File: src/rtl/biu_wb_bridge.sv
// CPU bus interface bridge: routes one region to a Wishbone classic master with
// retry/timeout handling, and everything else combinationally to the MIO port.
module biu_wb_bridge #(
  parameter logic [3:0]  WB_REGION = 4'h3,
  parameter int unsigned TIMEOUT   = 255,
  parameter int unsigned MAX_RETRY = 3
) (
  input  logic        clk,
  input  logic        rst,
  input  logic        cpu_req_i,
  input  logic        cpu_we_i,
  input  logic [1:0]  cpu_size_i,
  input  logic [31:0] cpu_addr_i,
  input  logic [31:0] cpu_wdata_i,
  output logic [31:0] cpu_rdata_o,
  output logic        cpu_ready_o,
  output logic        cpu_err_o,
  output logic        wb_cyc_o,
  output logic        wb_stb_o,
  output logic        wb_we_o,
  output logic [31:0] wb_adr_o,
  output logic [3:0]  wb_sel_o,
  output logic [31:0] wb_dat_o,
  input  logic [31:0] wb_dat_i,
  input  logic        wb_ack_i,
  input  logic        wb_err_i,
  input  logic        wb_rty_i,
  output logic        mio_we_o,
  output logic [31:0] mio_addr_o,
  output logic [31:0] mio_wdata_o,
  input  logic [31:0] mio_rdata_i,
  input  logic        mio_ready_i
);

  localparam logic [15:0] TmoLast  = 16'(TIMEOUT - 1);
  localparam logic [3:0]  RetryMax = 4'(MAX_RETRY);

  typedef enum logic [1:0] {StIdle, StActive, StBackoff, StResp} state_e;

  state_e      state_q, state_d;
  logic [31:0] adr_q, adr_d;
  logic [31:0] dat_q, dat_d;
  logic [3:0]  sel_q, sel_d;
  logic        we_q, we_d;
  logic        err_q, err_d;
  logic [31:0] rdata_q, rdata_d;
  logic [3:0]  retry_q, retry_d;
  logic [15:0] tmo_q, tmo_d;

  logic        wb_region;
  logic        misaligned;
  logic [3:0]  sel_calc;
  logic [31:0] dat_calc;

  assign wb_region = (cpu_addr_i[31:28] == WB_REGION);

  always_comb begin
    misaligned = 1'b0;
    sel_calc   = 4'b0000;
    dat_calc   = cpu_wdata_i;
    unique case (cpu_size_i)
      2'b00: begin
        sel_calc = 4'b0001 << cpu_addr_i[1:0];
        dat_calc = {4{cpu_wdata_i[7:0]}};
      end
      2'b01: begin
        misaligned = cpu_addr_i[0];
        sel_calc   = 4'b0011 << cpu_addr_i[1:0];
        dat_calc   = {2{cpu_wdata_i[15:0]}};
      end
      2'b10: begin
        misaligned = |cpu_addr_i[1:0];
        sel_calc   = 4'b1111;
      end
      default: misaligned = 1'b1;
    endcase
  end

  always_comb begin
    state_d = state_q;
    adr_d   = adr_q;
    dat_d   = dat_q;
    sel_d   = sel_q;
    we_d    = we_q;
    err_d   = err_q;
    rdata_d = rdata_q;
    retry_d = retry_q;
    tmo_d   = tmo_q;
    unique case (state_q)
      StIdle: begin
        if (cpu_req_i && wb_region) begin
          rdata_d = 32'h0;
          if (misaligned) begin
            err_d   = 1'b1;
            state_d = StResp;
          end else begin
            adr_d   = {cpu_addr_i[31:2], 2'b00};
            we_d    = cpu_we_i;
            sel_d   = sel_calc;
            dat_d   = dat_calc;
            err_d   = 1'b0;
            retry_d = 4'h0;
            tmo_d   = 16'h0;
            state_d = StActive;
          end
        end
      end
      StActive: begin
        if (wb_ack_i) begin
          rdata_d = we_q ? 32'h0 : wb_dat_i;
          err_d   = 1'b0;
          state_d = StResp;
        end else if (wb_err_i) begin
          err_d   = 1'b1;
          state_d = StResp;
        end else if (wb_rty_i) begin
          if (retry_q < RetryMax) begin
            retry_d = retry_q + 4'h1;
            state_d = StBackoff;
          end else begin
            err_d   = 1'b1;
            state_d = StResp;
          end
        end else if (tmo_q == TmoLast) begin
          err_d   = 1'b1;
          state_d = StResp;
        end else begin
          tmo_d = tmo_q + 16'h1;
        end
      end
      StBackoff: begin
        tmo_d   = 16'h0;
        state_d = StActive;
      end
      StResp:  state_d = StIdle;
      default: state_d = StIdle;
    endcase
  end

  always_ff @(posedge clk or negedge rst) begin
    if (!rst) begin
      state_q <= StIdle;
      adr_q   <= 32'h0;
      dat_q   <= 32'h0;
      sel_q   <= 4'h0;
      we_q    <= 1'b0;
      err_q   <= 1'b0;
      rdata_q <= 32'h0;
      retry_q <= 4'h0;
      tmo_q   <= 16'h0;
    end else begin
      state_q <= state_d;
      adr_q   <= adr_d;
      dat_q   <= dat_d;
      sel_q   <= sel_d;
      we_q    <= we_d;
      err_q   <= err_d;
      rdata_q <= rdata_d;
      retry_q <= retry_d;
      tmo_q   <= tmo_d;
    end
  end

  // MIO path is combinational from IDLE, so it is gated by reset explicitly.
  always_comb begin
    cpu_rdata_o = 32'h0;
    cpu_ready_o = 1'b0;
    cpu_err_o   = 1'b0;
    wb_cyc_o    = 1'b0;
    wb_stb_o    = 1'b0;
    wb_we_o     = 1'b0;
    wb_sel_o    = 4'h0;
    wb_adr_o    = adr_q;
    wb_dat_o    = dat_q;
    mio_we_o    = 1'b0;
    mio_addr_o  = 32'h0;
    mio_wdata_o = 32'h0;
    unique case (state_q)
      StIdle: begin
        if (rst && !wb_region) begin
          mio_we_o    = cpu_we_i & cpu_req_i;
          mio_addr_o  = cpu_addr_i;
          mio_wdata_o = cpu_wdata_i;
          cpu_rdata_o = mio_rdata_i;
          cpu_ready_o = mio_ready_i;
        end
      end
      StActive: begin
        wb_cyc_o = 1'b1;
        wb_stb_o = 1'b1;
        wb_we_o  = we_q;
        wb_sel_o = sel_q;
      end
      StResp: begin
        cpu_ready_o = 1'b1;
        cpu_err_o   = err_q;
        cpu_rdata_o = rdata_q;
      end
      default: ;
    endcase
  end

endmodule

File: config.mk
export PLATFORM = sky130hd
export DESIGN_NAME = biu_wb_bridge
export DESIGN_NICKNAME = d
export VERILOG_FILES = /design/src/rtl/biu_wb_bridge.sv
export SDC_FILE = /design/constraint.sdc
export NUM_CORES = 1
export LEC_CHECK = 0
export CAP_MARGIN = 20
export CORE_MARGIN = 3
export CORE_UTILIZATION = 45
export DETAILED_ROUTE_END_ITERATION = 12
export HOLD_SLACK_MARGIN = 0.03
export MAX_ROUTING_LAYER = met4
export PLACE_DENSITY = 0.91
export SYNTH_ARGS = -nofsm -noshare
export SYNTH_HDL_FRONTEND = slang
export SYNTH_SLANG_ARGS = --single-unit
File: constraint.sdc
create_clock -name clk -period 3.2 [get_ports clk]
set_input_delay 0.48 -clock clk [delete_from_list [all_inputs] [get_ports clk]]
set_output_delay 0.48 -clock clk [all_outputs]
set_load 0.01 [all_outputs]
==> results by stage <==
Status:
- The run finished with clean final reports.

STA:
- The shortest period the worst path allows is 3024 ps.
- For the pin with the worst max-slew slack, the measured transition is 1042 ps.
- The final setup TNS is 0 ps.
- The fmax is 330.7 MHz.
- Measured against its own limit, the worst slew margin works out to 0.3051.
- The final number of hold-violating endpoints is 0.
- In the finished design, the share of the clock period the worst path needs comes to 0.9449.
- Setup repair after global routing left no endpoint under its margin.
- Across the routed clock network, the largest skew measured is 5.901 ps.
- The count of final max-slew check failures came to 0.
- The final setup violation count is 0.

Worst setup path:
- The critical path data required time is 2720 ps.
- The kind of cell adding the most delay to the critical path is buffers and inverters.
- The critical path starts at cpu_addr_i[31].
- The largest single stage delay on the critical path is 540 ps.
- The worst register-to-register path has a setup slack of 410 ps.
- In this run the critical register-to-register path is launched from state_q[1].
- For the worst setup path, the data arrival time is 2540 ps.
- STA classifies the critical path endpoint as a primary output.
- The cell occurring most often along the worst timing path is clkdlybuf4s50_1.
- The capture instance of the worst register-to-register path is rdata_q[20].
- Along the worst path, the maximum fanout reaches 79.
- Traced cell by cell, the critical path runs through clkdlybuf4s50_1 > and4bb_2 > nor2_4 > buf_12 > a22oi_1 > nor2_1 > clkdlybuf4s50_1.
- The worst setup path is of the primary input to primary output kind.
- The slowest stage of the critical path belongs to the cell clkdlybuf4s50_1.
- The number of cells on the worst reg-to-reg path is 7.
- Counting both buffers and inverters, the worst setup path holds a total of 3.
- The startpoint type of the worst setup path is a primary input.

Yosys:
- Ranked by total cell area, the synthesized netlist is headed by dfrtp_1, and2_1, nand2_1.
- Each instance of the synthesized netlist takes up on average 9.225 sq um.
- The instance count of the mapped netlist is 708.
- The share of the synthesized area in the top cell type is 0.4674.
- The netlist area before placement is 0.006531 sq mm.
- The synthesized design contains 122 register bits.
- Summed over all instances, the cell type with the most area after synthesis is dfrtp_1.
- The yosys synthesis warning count is 0.
- The share of synthesized registers carrying an async set or reset is 1.000.
- The part of the Yosys area used for sequential elements is 0.4674.
- Yosys mapped a number of flops with a built-in enable equal to 0.
- After synthesis, the netlist uses 55 different library cells.
- The most used flip-flop cell after synthesis is dfrtp_1.

Detailed routing:
- The detailed router finished its first iteration with 401 violations.
- In the routed layout, each cell is associated on average with a via count of 5.354.
- The routed layout has 6,355 vias.
- The final routed wirelength across all metal layers is 21,420 um.
- In this run the remaining antenna-violating nets after routing total 0.
- The first TritonRoute pass finished after 5 iterations.
- The DRC violations left is 0.
- The routed length per placed instance is 18.05 um.

Clocking:
- Counting along the longest clock path gives a buffer depth of 2.
- Post-CTS repair changed the size of 0 cells.
- The H-tree generated during clock tree synthesis spans 4 levels.
- Clock-pin slew was measured on the worst setup and hold paths at 50 ps.
- The cell sitting at the root of the clock tree is a clkbuf_16.
- The number of buffers inserted during clock tree synthesis is 17.
- The clock drives 122 sinks.
- TritonCTS built the clock tree.
- The hold buffer count at cts is 0.
- At the later pin of the worst-skew pair, clock insertion delay measures 420 ps.
- After clock tree synthesis, the setup repair step added 0 buffers.

GRT:
- The overall routing resource usage is 0.2737.
- The via count of the first global-routing pass is 6,457.
- The global-route wire length before repair is 33,800 um.
- The total overflow reported by the global router is 0.
- The maximum number of pins on one net before global-route repair is 99.
- The number of antenna violations at the first check in global routing was 0.

Floorplanning:
- The height of the die is 126.5 um.
- The die covers 0.01600 sq mm.
- The die is 126.5 um wide.
- The floorplan step defined a core boundary enclosing 0.01404 sq mm.
- The placement row count is 43.
- The initial utilization of the core area, before any placement, comes to 0.4651.
- The number of placed I/O pins is 308.

Pwr:
- The leakage power is 4.444 nW.
- VDD sags by at most 0.4675 mV.
- Dividing total power by cell area gives a power density of 727.5 mW/mm^2.

Final layout:
- Measured on the finished design, the core utilization comes to 0.7412.
- 0 antenna diodes ended up in the layout.
- Of the cells placed in the final design, the portion with a size suffix greater than 1 is 0.09434.
- The most common library cell in the layout ignoring fill and taps is clkdlybuf4s50_1.
- The area growth from synthesis to layout is 59.35%.
- After filler insertion, the fill cell instance count of the layout stands at 984.
- At the end of the flow, the number of nets in the layout was 1,139.
- The top cell types in the final layout, fill and taps aside, are clkdlybuf4s50_1, dfrtp_1, nand2_1.

Placed design:
- After legalization and detailed placement, the total HPWL measured 15,610 um.
- The count of port buffers added during placement is 305.
- The global placement routability congestion is 0.8791.

Worst hold path:
- The worst min-delay path category is primary input to asynchronous set/reset pin.

Run:
- The max-cap violation count is 0.
==> cells in the mapped netlist (3+ instances only) <==
cell and number:
buf_2 9, nand4b_1 7, nand2b_1 3, buf_4 3, a22oi_1 32, o21ai_0 67
mux2_2 36, nor2_1 56, clkbuf_1 39, buf_1 3, o211ai_1 7, mux2i_1 25
nand2_1 119, nand4_1 6, ha_1 6, and4_1 3, a21oi_1 12, and2_1 75
and3_1 10, dfrtp_1 122, nand3_1 13, nor4_1 3, inv_1 9
==> kinds of logic (layout without fill, tap and decap cells) <==
group	after synthesis	after routing	synth area share
simple gates	310	310	0.2364
compound gates	143	143	0.1416
flops	122	122	0.4674
buf+inv	65	363	0.04214
mux	61	61	0.1004
fa+ha+maj	6	6	0.01149
other cells	1	2	0.0005742
==> flip-flops by register name, indices dropped and copies added, names as in the netlist <==
name and cells:
retry_q 4, wb_adr_o 30, rdata_q 32, we_q 1, sel_q 4, state_q 2, err_q 1, tmo_q 16
wb_dat_o 32
==> worst reg2reg max path: stages (launching register included) <==
cell     delay (ps)
dfrtp_1         400
inv_1           130
ha_1            640
inv_1           430
nor2_1          240
a211o_1         120
buf_4           440
o21ai_0         230
==> routing by layer <==
| layer | GRT usage | vias up | share of wire |
|---|---|---|---|
| met5 | - | - | 0 |
| li1 | - | 3031 | - |
| met1 | 0.3147 | 3037 | 0.39 |
| met2 | 0.4704 | 253 | 0.53 |
| met3 | 0.06653 | 34 | 0.062 |
| met4 | 0.09022 | 0 | 0.021 |
==> through the flow <==
| stage | std cells | setup slack (ps) | hold slack, ps | power [W] | area [sq um] |
|---|---|---|---|---|---|
| floorplan | 709 | 884.5 | 184.4 | 0.003741 | 6535 |
| global placement | 1155 | 169.2 | 448.5 | 0.005255 | 9722 |
| detailed placement | 1155 | 149.8 | 454.0 | 0.005367 | 9722 |
| CTS | 1186 | 50.66 | 266.3 | 0.007550 | 10380 |
| global route | 1187 | 85.59 | 292.5 | 0.007999 | 10410 |
| finish | 1187 | 176.2 | 248.1 | 0.007571 | 10410 |
==> cell type report <==
type | count | area (sq um) | share of cell area
clock buffers | 23 | 467.9 | 0.04496
clock inverters | 8 | 190.2 | 0.01827
inverters | 9 | 33.78 | 0.003246
multi-input cells | 522 | 3219 | 0.3093
flip-flops and latches | 122 | 3053 | 0.2933
well taps | 180 | 225.2 | 0.02164
repair buffers | 323 | 3218 | 0.3092
==> report_power, final <==
| part | switching (W) | leakage [nW] | internal, W | total (W) |
|---|---|---|---|---|
| Combinational | 0.00162 | 2.47 | 0.00155 | 0.00317 |
| Sequential | 0.000266 | 1.65 | 0.00198 | 0.00224 |
| Clock | 0.000661 | 0.321 | 0.00149 | 0.00216 |
==> worst max path at each step <==
stage,endpoint,cells after the start,slack [ps]
floorplan,cpu_rdata_o[10],6,880
global placement,wb_dat_o[3],5,170
detailed placement,wb_adr_o[4],5,150
CTS,cpu_rdata_o[0],4,50
global route,cpu_rdata_o[24],8,90
finish,cpu_rdata_o[24],7,180
No activity file was read; power rests on OpenSTA's default activity.
